--- config.mk ---
export PLATFORM = sky130hd
export DESIGN_NAME = mux_scan_sampler
export DESIGN_NICKNAME = d
export VERILOG_FILES = /design/src/rtl/mux_scan_sampler.sv
export SDC_FILE = /design/constraint.sdc
export NUM_CORES = 1
export LEC_CHECK = 0
export ABC_AREA = 1
export CAP_MARGIN = 20
export CORE_UTILIZATION = 35
export DETAILED_ROUTE_END_ITERATION = 6
export GPL_TIMING_DRIVEN = 1
export PLACE_DENSITY_LB_ADDON = 0.08
export SLEW_MARGIN = 40
export SYNTH_ARGS = -nofsm -noshare
export SYNTH_HDL_FRONTEND = slang
export SYNTH_SLANG_ARGS = --single-unit
--- constraint.sdc ---
create_clock -name clk -period 2.77 [get_ports clk]
set_input_delay 0.4155 -clock clk [delete_from_list [all_inputs] [get_ports clk]]
set_output_delay 0.4155 -clock clk [all_outputs]
set_load 0.1 [all_outputs]
--- src/rtl/mux_scan_sampler.sv ---
// Scans a downstream 4:1 key mux, holding each select SETTLE cycles before sampling into a 4-bit snapshot.
// Optional macro SCAN_CONT_EN: free-running back-to-back scans without start.
module mux_scan_sampler #(
  parameter int SETTLE = 2
) (
  input  logic       clk,
  input  logic       rst,
  input  logic       start,
  output logic [1:0] mux_key,
  input  logic       mux_out,
  output logic       busy,
  output logic [3:0] data,
  output logic       valid,
  input  logic       ready
);

  typedef enum logic [1:0] {
    IDLE = 2'd0,
    SCAN = 2'd1,
    DONE = 2'd2
  } state_t;

  localparam logic [3:0] LP_LAST = 4'(SETTLE - 1);

  state_t     r_state;
  state_t     w_state_next;
  logic [3:0] r_cnt;
  logic [3:0] w_cnt_next;
  logic [1:0] r_pos;
  logic [1:0] w_pos_next;
  logic [3:0] r_data;
  logic [3:0] w_data_next;

  always_ff @(posedge clk or posedge rst) begin
    if (rst) begin
      r_state <= IDLE;
      r_cnt   <= 4'd0;
      r_pos   <= 2'd0;
      r_data  <= 4'd0;
    end else begin
      r_state <= w_state_next;
      r_cnt   <= w_cnt_next;
      r_pos   <= w_pos_next;
      r_data  <= w_data_next;
    end
  end

  always_comb begin
    w_state_next = r_state;
    w_cnt_next   = r_cnt;
    w_pos_next   = r_pos;
    w_data_next  = r_data;
    case (r_state)
      IDLE: begin
`ifdef SCAN_CONT_EN
        w_state_next = SCAN;
        w_pos_next   = 2'd0;
        w_cnt_next   = 4'd0;
`else
        if (start) begin
          w_state_next = SCAN;
          w_pos_next   = 2'd0;
          w_cnt_next   = 4'd0;
        end
`endif
      end
      SCAN: begin
        // Sample only after the select has been stable for SETTLE cycles.
        if (r_cnt == LP_LAST) begin
          w_data_next[r_pos] = mux_out;
          w_cnt_next         = 4'd0;
          if (r_pos == 2'd3) begin
            w_state_next = DONE;
            w_pos_next   = 2'd0;
          end else begin
            w_pos_next = r_pos + 2'd1;
          end
        end else begin
          w_cnt_next = r_cnt + 4'd1;
        end
      end
      DONE: begin
        if (ready) begin
`ifdef SCAN_CONT_EN
          w_state_next = SCAN;
`else
          w_state_next = IDLE;
`endif
          w_pos_next = 2'd0;
          w_cnt_next = 4'd0;
        end
      end
      default: begin
        w_state_next = IDLE;
        w_pos_next   = 2'd0;
        w_cnt_next   = 4'd0;
      end
    endcase
  end

  assign mux_key = r_pos;
  assign busy    = (r_state == SCAN);
  assign valid   = (r_state == DONE);
  assign data    = r_data;

endmodule

==> results of run 1 <==
placed cells by master, fill, tap and decap left out:
| cell type | synthesis | layout |
|---|---|---|
| nor2_1 | 4 | 4 |
| nand2_1 | 28 | 28 |
| nor2_4 | 1 | 1 |
| o21ai_0 | 6 | 6 |
| inv_1 | 10 | 10 |
| dfrtp_1 | 12 | 12 |
| clkdlybuf4s50_1 | 0 | 4 |
| nand4_1 | 1 | 1 |
| nand2_2 | 2 | 2 |
| clkbuf_8 | 0 | 1 |
| clkbuf_4 | 0 | 3 |
| nor2_8 | 1 | 1 |
| o211ai_1 | 1 | 1 |
| inv_2 | 2 | 2 |
| buf_4 | 0 | 8 |
| nand3_1 | 8 | 8 |
| inv_4 | 1 | 1 |
| ha_1 | 4 | 4 |
| nor2_2 | 1 | 1 |
flip-flops by register name, indices dropped and copies added (netlist names):
name	cells
r_cnt	4
r_state	2
data	4
mux_key	2
worst max-delay path by stage:
stage               depth (start not counted)                endpoint  slack, ns
floorplan                                   2                   valid       0.65
global route                                2                    busy       1.04
finish                                      2                    busy       1.10
global placement                            8  mux_key[1]$_DFFE_PP0P_       1.31
detailed placement                          8  mux_key[0]$_DFFE_PP0P_       1.29
CTS                                         2                    busy       1.08
per-stage QoR:
stage	setup WS (ns)	cells	hold slack (ns)
after CTS	1.081	123	0.4556
after detailed placement	1.295	119	0.4603
after global routing	1.042	123	0.4937
after global placement	1.307	119	0.4590
final	1.099	123	0.4503
after floorplan	0.6497	82	0.2802
routing by layer:
| layer | share of wire [%] | wire length [um] | vias up | global-route usage, % |
|---|---|---|---|---|
| met4 | 0.81 | 10 | 0 | 5.455 |
| met3 | 4.3 | 53 | 2 | 7.200 |
| met2 | 43 | 535 | 9 | 21.74 |
| met5 | 0 | 0 | - | 0 |
| met1 | 51 | 635 | 226 | 19.40 |
| li1 | - | - | 286 | - |
layout make-up:
| class | count | area, um2 | share of cell area (%) |
|---|---|---|---|
| timing repair buffer | 12 | 100.1 | 12.16 |
| multi-input combinational | 57 | 304.0 | 36.93 |
| inverter | 13 | 51.30 | 6.231 |
| tap | 25 | 31.28 | 3.799 |
| sequential | 12 | 300.3 | 36.47 |
| clock buffer | 4 | 36.28 | 4.407 |
cells in the mapped netlist:
cell type | n | area share (%)
dfrtp_1 | 12 | 46
inv_4 | 1 | 0.95
nand3_1 | 8 | 6.1
o211ai_1 | 1 | 1.1
nand2_1 | 28 | 16
inv_1 | 10 | 5.7
inv_2 | 2 | 1.1
o21ai_0 | 6 | 4.6
nor2_2 | 1 | 0.95
nor2_4 | 1 | 1.7
nor2_1 | 4 | 2.3
nor2_8 | 1 | 3.1
ha_1 | 4 | 7.6
nand2_2 | 2 | 1.9
nand4_1 | 1 | 0.95
critical path, stage by stage, from the launching register on:
cell	delay [ns]
dfrtp_1	0.44
nor2_4	0.22
buf_4	0.33
cell families after synthesis:
family	count (synthesis)	synth area share [%]
compound gates	7	5.726
flops	12	45.80
simple gates	46	33.02
fa+ha+maj	4	7.634
buf+inv	13	7.826
==> impl_metrics.toml, run 1 <==
[run_status]
status = "finished clean"

[worst_setup_path]
end_kind = "primary output"
cp-start-kind = "register"
critPathMaxFanout = 6
critical_path.startpoint = "r_state[1]$_DFFE_PP0P_"
cp.arrival_ns = 1.26
rrSetupSlack_ns = 1.58
cp_data_required_time_ns = 2.35
reg2reg_to = "data[3]$_DFFE_PP0P_"
r2r_start = "r_state[1]$_DFFE_PP0P_"
reg2reg_depth = 6
path_class = "register to primary output"

[clock_network]
h-tree-depth = 1
ctsRootBufferMaster = "clkbuf_4"
cts_buffers = 3
path_clk_slew_ns = 0.08
clock_path_buffers = 2
cts.sinks = 12
postCtsResizedCells = 0
ctsHoldBuffers = 0
post_cts_buffers = 0
clkLatencyLatePin_ns = 0.27
tritoncts = "done"

[routing]
num_vias = 523
ant_nets = 0
wl_per_cell_um = 10.05
routed_via_density = 4.252
drc = 0
wirelength_um = 1236
drtIter0Drc = 3
dr.pass1.iters = 3

[finish]
diodes = 0
fin_area_um2 = 823.3
fin_util_pct = 47.17
area_delta_synth_final_pct = 25.57
finalNetCount = 108
drive_gt1_share_pct = 20.41
fillCellCount = 186

[global_route]
grt_pass1_wl_um = 2104
grt_max_degree = 13
grt_use_total_pct = 15.04
antenna_found_initial = 0
grt.overflow.total = 0
grt_pass1_vias = 502

[floorplanning]
core_mm2 = 0.001745
die_y_um = 45.28
die_area_mm2 = 0.002050
dieWidth_um = 45.28
row_count = 15
initial_core_util_pct = 37.56
ios = 13

[worst_hold_path]
hp-class = "primary input to async pin"

[sta]
period_needed_ns = 1.671
timing.final.crit_share_pct = 60.33
max_slew_margin_pct = 68.28
report.final.slew_viol_count = 0
finalSetupViolCount = 0
fmax_mhz = 598.4
hold_viol = 0
finalClockSkew_ns = 0.001157
fin_tns_setup_ns = 0
rsz0062_at_grt = "no"
worst_pin_slew_ns = 0.4753

[place]
place_area_um2 = 787.0
hpwl_um = 936.8
portBuffers = 12
globalplace.congestion = 0.8418

[run]
max-cap-violations = 0

[yosys]
synth_seq_area_share_pct = 45.80
synthCells = 82
syn_nets = 91
syn_avg_cell_area_um2 = 7.995
ys_warn_count = 0
syn-cell-area_um2 = 655.6
yosys.cell_types.count = 15
ys_ff_latch = 12
Power of run 1 is not shown: default switching activity piles up to over one toggle a cycle in this logic, so the estimate is an artifact.
==> run 2, diff against run 1 <==
==> constraint.sdc (replaced) <==
create_clock -name clk -period 1.4 [get_ports clk]
set_input_delay 0.21 -clock clk [delete_from_list [all_inputs] [get_ports clk]]
set_output_delay 0.21 -clock clk [all_outputs]
set_load 0.1 [all_outputs]
==> impl_metrics.toml, run 2 (same netlist as run 1, synthesis figures left out) <==
[clock_network]
h-tree-depth = 1
post_cts_buffers = 0
ctsHoldBuffers = 0
clkLatencyLatePin_ns = 0.27
tritoncts = "done"
path_clk_slew_ns = 0.08
cts_buffers = 3
ctsRootBufferMaster = "clkbuf_4"
postCtsResizedCells = 0
cts.sinks = 12
clock_path_buffers = 2

[worst_setup_path]
cp_slowest_cell = "dfrtp_1"
slowest_delay_ns = 0.43
cp_data_required_time_ns = 1.19
cp.arrival_ns = 1.09
critPathMaxFanout = 4
end_kind = "primary output"
cp-start-kind = "register"
critPathTopFamily = "flip-flops"
crit_chain = "inv_1, nor2_2, buf_12"
path_class = "register to primary output"
crit_buf_inv = 2

[sta]
finalSetupViolCount = 0
timing.final.crit_share_pct = 92.71
worst_pin_slew_ns = 0.4612
fmax_mhz = 770.5
fin_tns_setup_ns = 0
max_slew_margin_pct = 69.22
hold_viol = 0
rsz0062_at_grt = "no"
period_needed_ns = 1.298
report.final.slew_viol_count = 0
finalClockSkew_ns = 0.0008902

[routing]
num_vias = 541
wirelength_um = 1125
drc = 0
wl_per_cell_um = 9.000
drtIter0Drc = 5
ant_nets = 0
dr.pass1.iters = 4
routed_via_density = 4.328

[finish]
final_common_cell = "nand2_1"
diodes = 0
area_delta_synth_final_pct = 43.89
multiInputGateArea_um2 = 306.5
mostFrequentLayoutCells = "nand2_1, inv_1, dfrtp_1, nand3_1, buf_12"
regArea_um2 = 302.8
finalNetCount = 110
drive_gt1_share_pct = 25.00
fillCellCount = 172

[place]
hpwl_um = 862.2
globalplace.congestion = 0.8629
portBuffers = 12

[global_route]
antenna_found_initial = 0
grt_max_degree = 13
grt_pass1_wl_um = 1904
grt_use_total_pct = 13.24
grt_pass1_vias = 463
grt.overflow.total = 0

[floorplanning]
core_mm2 = 0.001745
die_y_um = 45.28
die_area_mm2 = 0.002050
row_count = 15
ios = 13
dieWidth_um = 45.28
initial_core_util_pct = 37.56

[worst_hold_path]
hp-class = "primary input to async pin"

[run]
max-cap-violations = 0

[run_status]
status = "finished clean"
run 2: changes by cell type in the layout (fill, tap and decap cells not counted):
cell and change:
nor2_1 -1, dfrtp_1 -2, buf_4 -6, dfrtp_2 +2
nor2_2 +1, buf_12 +8
run 2: layout make-up:
type | count | share of cell area, %
multi-input cells | 57 | 32.49
flip-flops and latches | 12 | 32.10
repair buffers | 14 | 22.81
inverters | 13 | 5.438
clock buffers | 4 | 3.846
well taps | 25 | 3.316
run 2: layer usage:
layer / part of all wire (%) / global-route usage (%)
met1: 52 / 18.34
met2: 42 / 18.55
met3: 2.8 / 2.400
met4: 2.8 / 9.091
met5: 0 / 0
run 2: worst paths after layout:
kind / start / end / slack [ns] / depth (start not counted)
min in group clk: data[0]$_DFFE_PP0P_ / data[0]$_DFFE_PP0P_ / 0.53 / 2
max: r_state[1]$_DFFE_PP0P_ / valid / 0.10 / 3
max reg2reg: r_state[1]$_DFFE_PP0P_ / data[3]$_DFFE_PP0P_ / 0.20 / 7
max in group asynchronous: rst / mux_key[1]$_DFFE_PP0P_ / 0.82 / 2
min: rst / r_cnt[1]$_DFFE_PP0P_ / 0.24 / 2
min reg2reg: data[0]$_DFFE_PP0P_ / data[0]$_DFFE_PP0P_ / 0.53 / 2
run 2: through the flow:
stage          utilization (%)  instances  setup slack, ns  hold WS, ns  cell area, um2
2_1_floorplan                -         82          -0.1346      0.07456           660.6
4_1_cts                  53.19        123          0.01494       0.2601           928.4
6_report                 54.05        125           0.1021       0.2383           943.4
3_3_place_gp             51.11        119           0.1369       0.5174           892.1
3_5_place_dp             51.11        119           0.1328       0.5202           892.1
5_1_grt                  54.05        125          0.05111       0.2920           943.4
Power of run 2 is left out for the same reason.
==> run 3, diff against run 2 <==
--- a/config.mk
+++ b/config.mk
@@ -11,6 +11,7 @@
 export DETAILED_ROUTE_END_ITERATION = 6
 export GPL_TIMING_DRIVEN = 1
 export PLACE_DENSITY_LB_ADDON = 0.08
+export SKIP_CTS_REPAIR_TIMING = 1
 export SLEW_MARGIN = 40
 export SYNTH_ARGS = -nofsm -noshare
 export SYNTH_HDL_FRONTEND = slang
==> results of run 3 <==
The final DEF is identical to that of run 2; final timing and power are the same.
Power of run 3 is left out for the same reason.
